[config.mk]
export PLATFORM = sky130hd
export DESIGN_NAME = multi_channel_bus_watchdog
export DESIGN_NICKNAME = d
export VERILOG_FILES = /design/src/rtl/multi_channel_bus_watchdog.sv
export SDC_FILE = /design/constraint.sdc
export NUM_CORES = 1
export LEC_CHECK = 0
export ABC_AREA = 1
export CORE_UTILIZATION = 53
export CTS_CLUSTER_DIAMETER = 40
export DETAILED_ROUTE_END_ITERATION = 6
export PLACE_DENSITY = 0.77
export SETUP_SLACK_MARGIN = 0.4
export SLEW_MARGIN = 5
export SYNTH_ARGS = -nofsm -noshare
export SYNTH_HDL_FRONTEND = slang
export SYNTH_SLANG_ARGS = --single-unit
export TNS_END_PERCENT = 1
[constraint.sdc]
create_clock -name clk -period 3.7 [get_ports clk]
set_clock_uncertainty 0.05 [all_clocks]
set_input_delay 0.74 -clock clk [delete_from_list [all_inputs] [get_ports clk]]
set_output_delay 0.74 -clock clk [all_outputs]
set_load 0.005 [all_outputs]
[src/rtl/multi_channel_bus_watchdog.sv]
// N-channel bus transaction watchdog.
// Each channel times start->complete against a limit latched at transaction
// start, raises a one-cycle timeout pulse plus sticky status on a miss, flags
// overlapping starts, and all channels feed one saturating timeout counter.
module multi_channel_bus_watchdog #(
   parameter int NUM_CH    = 4,
   parameter int CNT_W     = 8,
   parameter int ERR_CNT_W = 8
) (
   input  logic                 clk,
   input  logic                 reset,
   input  logic [NUM_CH-1:0]    start,
   input  logic [NUM_CH-1:0]    complete,
   input  logic [CNT_W-1:0]     timeout_limit,
   input  logic                 retrigger_en,
   input  logic [NUM_CH-1:0]    err_clear,
   input  logic                 count_clear,
   output logic [NUM_CH-1:0]    active,
   output logic [NUM_CH-1:0]    timeout_pulse,
   output logic [NUM_CH-1:0]    timeout_sticky,
   output logic [NUM_CH-1:0]    overlap_err,
   output logic                 any_error,
   output logic [ERR_CNT_W-1:0] timeout_count
);

   // Popcount width and a sum width wide enough to hold count + popcount
   // without overflow, so saturation can be detected by a plain compare.
   localparam int PC_W  = $clog2(NUM_CH + 1);
   localparam int SUM_W = ((ERR_CNT_W > PC_W) ? ERR_CNT_W : PC_W) + 1;
   localparam logic [SUM_W-1:0] COUNT_MAX = {{(SUM_W-ERR_CNT_W){1'b0}}, {ERR_CNT_W{1'b1}}};

   typedef enum logic [1:0] {
      IDLE    = 2'd0,
      ACTIVE  = 2'd1,
      EXPIRED = 2'd2
   } state_t;

   logic [NUM_CH-1:0]    timeout_event;
   logic [SUM_W-1:0]     event_sum;
   logic [SUM_W-1:0]     count_sum;
   logic [ERR_CNT_W-1:0] count_next;
   logic [ERR_CNT_W-1:0] timeout_count_reg;

   genvar gi;
   generate
      for (gi = 0; gi < NUM_CH; gi++) begin : g_ch
         state_t           state_reg;
         logic [CNT_W-1:0] cnt_reg;
         logic [CNT_W-1:0] limit_reg;
         logic             active_reg;
         logic             pulse_reg;
         logic             sticky_reg;
         logic             overlap_reg;
         logic             at_limit;
         logic             restart;
         logic             overlap_hit;

         // Last counted cycle of the window; limit 0 disables expiry.
         assign at_limit    = (limit_reg != '0) && (cnt_reg == (limit_reg - CNT_W'(1)));
         // Back-to-back transaction or retrigger: timer restarts in ACTIVE.
         assign restart     = start[gi] && (complete[gi] || retrigger_en);
         // A start without completion while not retriggering is a protocol overlap;
         // the timer keeps running so this can coincide with a timeout.
         assign overlap_hit = (state_reg == ACTIVE) && start[gi] && !complete[gi] && !retrigger_en;
         assign timeout_event[gi] = (state_reg == ACTIVE) && !complete[gi] && !restart && at_limit;

         // Per-channel FSM with registered status outputs.
         always_ff @(posedge clk or posedge reset) begin
            if (reset) begin
               state_reg   <= IDLE;
               cnt_reg     <= '0;
               limit_reg   <= '0;
               active_reg  <= 1'b0;
               pulse_reg   <= 1'b0;
               sticky_reg  <= 1'b0;
               overlap_reg <= 1'b0;
            end else begin
               pulse_reg <= 1'b0;
               case (state_reg)
                  IDLE: begin
                     if (start[gi]) begin
                        state_reg  <= ACTIVE;
                        cnt_reg    <= '0;
                        limit_reg  <= timeout_limit;
                        active_reg <= 1'b1;
                     end
                  end
                  ACTIVE: begin
                     if (restart) begin
                        cnt_reg   <= '0;
                        limit_reg <= timeout_limit;
                     end else if (complete[gi]) begin
                        state_reg  <= IDLE;
                        active_reg <= 1'b0;
                     end else if (at_limit) begin
                        state_reg  <= EXPIRED;
                        active_reg <= 1'b0;
                        pulse_reg  <= 1'b1;
                     end else if (limit_reg != '0) begin
                        cnt_reg <= cnt_reg + CNT_W'(1);
                     end
                  end
                  EXPIRED: begin
                     if (start[gi]) begin
                        state_reg  <= ACTIVE;
                        cnt_reg    <= '0;
                        limit_reg  <= timeout_limit;
                        active_reg <= 1'b1;
                     end else if (complete[gi]) begin
                        state_reg <= IDLE;
                     end
                  end
                  default: begin
                     state_reg  <= IDLE;
                     active_reg <= 1'b0;
                  end
               endcase

               // Sticky bits: a new event outranks a same-cycle clear.
               if (timeout_event[gi])
                  sticky_reg <= 1'b1;
               else if (err_clear[gi])
                  sticky_reg <= 1'b0;

               if (overlap_hit)
                  overlap_reg <= 1'b1;
               else if (err_clear[gi])
                  overlap_reg <= 1'b0;
            end
         end

         assign active[gi]         = active_reg;
         assign timeout_pulse[gi]  = pulse_reg;
         assign timeout_sticky[gi] = sticky_reg;
         assign overlap_err[gi]    = overlap_reg;
      end
   endgenerate

   // Next value of the saturating global timeout counter.
   always_comb begin
      event_sum = '0;
      for (int i = 0; i < NUM_CH; i++)
         event_sum = event_sum + SUM_W'(timeout_event[i]);
      if (count_clear)
         count_sum = event_sum;
      else
         count_sum = event_sum + {{(SUM_W-ERR_CNT_W){1'b0}}, timeout_count_reg};
      count_next = (count_sum > COUNT_MAX) ? {ERR_CNT_W{1'b1}} : count_sum[ERR_CNT_W-1:0];
   end

   // Global timeout counter register.
   always_ff @(posedge clk or posedge reset) begin
      if (reset)
         timeout_count_reg <= '0;
      else
         timeout_count_reg <= count_next;
   end

   assign timeout_count = timeout_count_reg;
   assign any_error     = |{timeout_sticky, overlap_err};

endmodule
==> qor.txt <==
ranking of synthesized cells by area: dfrtp_1, nand2_1, inv_1, nor2_1, nand3_1
Tot GR Track Use: 0.267
DR WL met2: 6.97 mm
PwrDens: 600 nW/um2
share of the synthesized area in the top cell type: 0.397
CTS Buf Count: 9
Final setup viols: 8
GRT overflow: 0
sequential element share of the synthesized area: 0.397
Yosys reg bits: 96
# fillers: 919
unrepaired setup endpoints after global routing: true
simple-gate share of the synthesized area: 0.361
initial antenna violation count: 0
Clk Latency, worst-skew pair: 360 ps
final worst path period need: 3940 ps
Slew headroom: 0.634
CP required: 3930 ps
cell row count: 38
vias in the first global route: 5,382
Fin Hold WS: 435 ps
post-synthesis cell area: 6060 um2
Detailed Routing Iterations Pass 1: 5
Startpoint Class: flop
internal power: 2.67 mW
post-synthesis adder-cell area fraction: 0.0335
CTS max path bufs: 2
antenna-violating nets left: 0
Die H: 109 um
Final WS setup: -244 ps
post-synthesis compound-gate area fraction: 0.0628
top layer in use: met4
wire length on met3: 624 um
placed instance count: 1,071
Vias: 5,669
measured slew at the worst slew-check pin: 549 ps
final core occ: 0.684
Seq pwr share: 0.347
DR iter-0 viols: 316
# IOs: 49
Synth Area in XOR/XNOR: 0.0529
largest net degree at the start of global routing: 55
CTS Hold Bufs: 0
share of layout cells above drive strength 1: 0.156
H-tree lvl count: 3
main combinational cell family by area after synthesis: simple AND/OR/NAND/NOR gates
Final Hold Viols: 0
Setup CP Type: flop to flop
# port buffers: 48
DR DRC count: 0
Sw Share: 0.407
post-synthesis mux area share: 0
cell taking the most area after synthesis: dfrtp_1
Mean Syn Cell Area: 7.20 um2
maxcap violations: 0
Slew Viols, Final: 0
# clock sinks: 96
type of element capturing the critical path: flop
syn_nets: 880
WP data arrival: 4170 ps
post-route met1 wirelength: 6.42 mm
synth warn: 0
VDD IR max: 358 uV
Synth cell types: 37
total core area: 11,000 um2
combinational group share of total power: 0.442
Via density: 5.20
final period utilization: 1.07
Post-Syn Instances: 841
run status: complete, but fails checks
die width: 109 um
Post-DP HPWL: 10.6 mm
CTS tree: done
P&R area growth vs syn: 24.1%
final net count: 985
CP Max Fanout: 7
root buffer cell: clkbuf_16
Initial Util: 0.552
Static Leak: 3.92 nW
first-pass GRT wire length: 24.5 mm
clock-pin slew on the worst setup and hold paths: 70 ps
Net Sw Power: 1.84 mW
fmax: 254 MHz
Routed WL: 14.4 mm
DIE AREA: 11,900 um2
Final Wtd Congestion: 0.858
clock share of power: 0.211
failing checks: negative setup slack
non-filler cells, final: 1,091
Hold Path Class: flop to flop
antenna diode count: 0
average wire per standard cell: 13.2 um
[cell usage in the layout (no fill, tap or decap), types with 8 or more instances in the layout]
cell type	netlist	routed
xnor2_1	11	11
nand3_1	74	71
nand2_1	252	251
inv_1	106	95
a21oi_1	10	10
nand2_4	8	8
nor3b_1	9	9
dfrtp_1	96	96
clkdlybuf4s50_1	0	48
nand3b_1	9	9
nor2_2	8	14
clkbuf_16	0	9
inv_2	5	15
xor2_1	23	23
buf_4	18	66
nor2_1	104	96
o21ai_0	43	39
nand4_1	11	11
[layer usage]
layer / up-vias / GRT usage
met5: - / 0
met4: 0 / 0.113
met3: 29 / 0.0377
met2: 136 / 0.451
met1: 2646 / 0.341
li1: 2858 / -
[logic make-up after synthesis]
family / after synthesis
fa+ha+maj: 15
compound gates: 66
buf+inv: 132
xor+xnor: 35
flops: 96
simple gates: 497
[cell type report]
class,instances,area (um2),area share
multi-input cells,613,3230,0.429
repair buffers,115,996,0.132
clock buffers,10,229,0.0305
clock inverters,6,68.8,0.00915
inverters,111,419,0.0558
flip-flops and latches,96,2400,0.320
well taps,140,175,0.0233
[worst max-delay path: stages (launching register included)]
cell	delay (ps)
dfrtp_1	400
inv_2	80
ha_4	160
nand3_4	80
nor2_2	130
nand2_1	80
nand3b_1	80
nand2_1	60
nor2_2	130
nand3_2	110
nand3b_1	220
inv_2	90
fa_1	460
ha_4	190
ha_4	260
inv_2	30
fa_2	380
nor2_4	110
o21ai_2	70
nor2_1	140
nand3_1	100
nand3b_1	310
o21ai_1	160
[Yosys cell counts, drive strengths merged]
cell type,instances
a21oi,11
a22oi,4
a32o,1
and3,2
buf,20
clkbuf,1
dfrtp,96
fa,2
ha,13
inv,111
nand2,263
nand3,76
nand3b,9
nand4,11
nor2,112
nor3,7
nor3b,9
nor4,5
o211ai,1
o21ai,46
o21bai,1
o22ai,1
o31ai,1
or2,3
xnor2,11
xnor3,1
xor2,23
[power by group through the flow]
stage / combinational (mW) / clock, mW / sequential (mW)
after floorplan: 1.36 / 0 / 1.52
final: 1.99 / 0.953 / 1.57
after detailed placement: 1.89 / 0 / 1.57
after global placement: 1.83 / 0 / 1.57
after CTS: 1.96 / 0.962 / 1.56
after global routing: 2.28 / 1.01 / 1.60
[through the flow]
stage                     area (um2)  setup WS (ps)  TNS (ps)  total power [mW]
after floorplan                 6110          -9.88     -22.3              2.88
after global placement          7110           -508     -3760              3.40
after detailed placement        7110           -577     -4250              3.46
after CTS                       7480           -173     -1250              4.48
after global routing            7520           -526     -4000              4.88
final                           7520           -244     -1800              4.51
[worst paths after layout]
path	slack [ps]	depth (start not counted)	startpoint	endpoint
worst min register to register	430	2	g_ch[0].active_reg$_DFFE_PP0P_	g_ch[0].active_reg$_DFFE_PP0P_
worst max register to register	-240	22	g_ch[0].limit_reg[1]$_DFFE_PP0P_	timeout_count[0]$_DFF_PP0_
worst min-delay path	430	2	g_ch[0].active_reg$_DFFE_PP0P_	g_ch[0].active_reg$_DFFE_PP0P_
worst max-delay path	-240	22	g_ch[0].limit_reg[1]$_DFFE_PP0P_	timeout_count[0]$_DFF_PP0_
max in group asynchronous	2190	3	reset	g_ch[1].limit_reg[0]$_DFFE_PP0P_
min in group asynchronous	740	2	reset	g_ch[3].active_reg$_DFFE_PP0P_
[timing repair]
item,4_1_cts,5_1_grt
pin swaps,14,7
gates resized for setup,15,12
setup buffers,4,0
endpoints found under the hold margin,0,0
endpoints found under the setup margin,8,8
(Power assumes the default switching activity.)
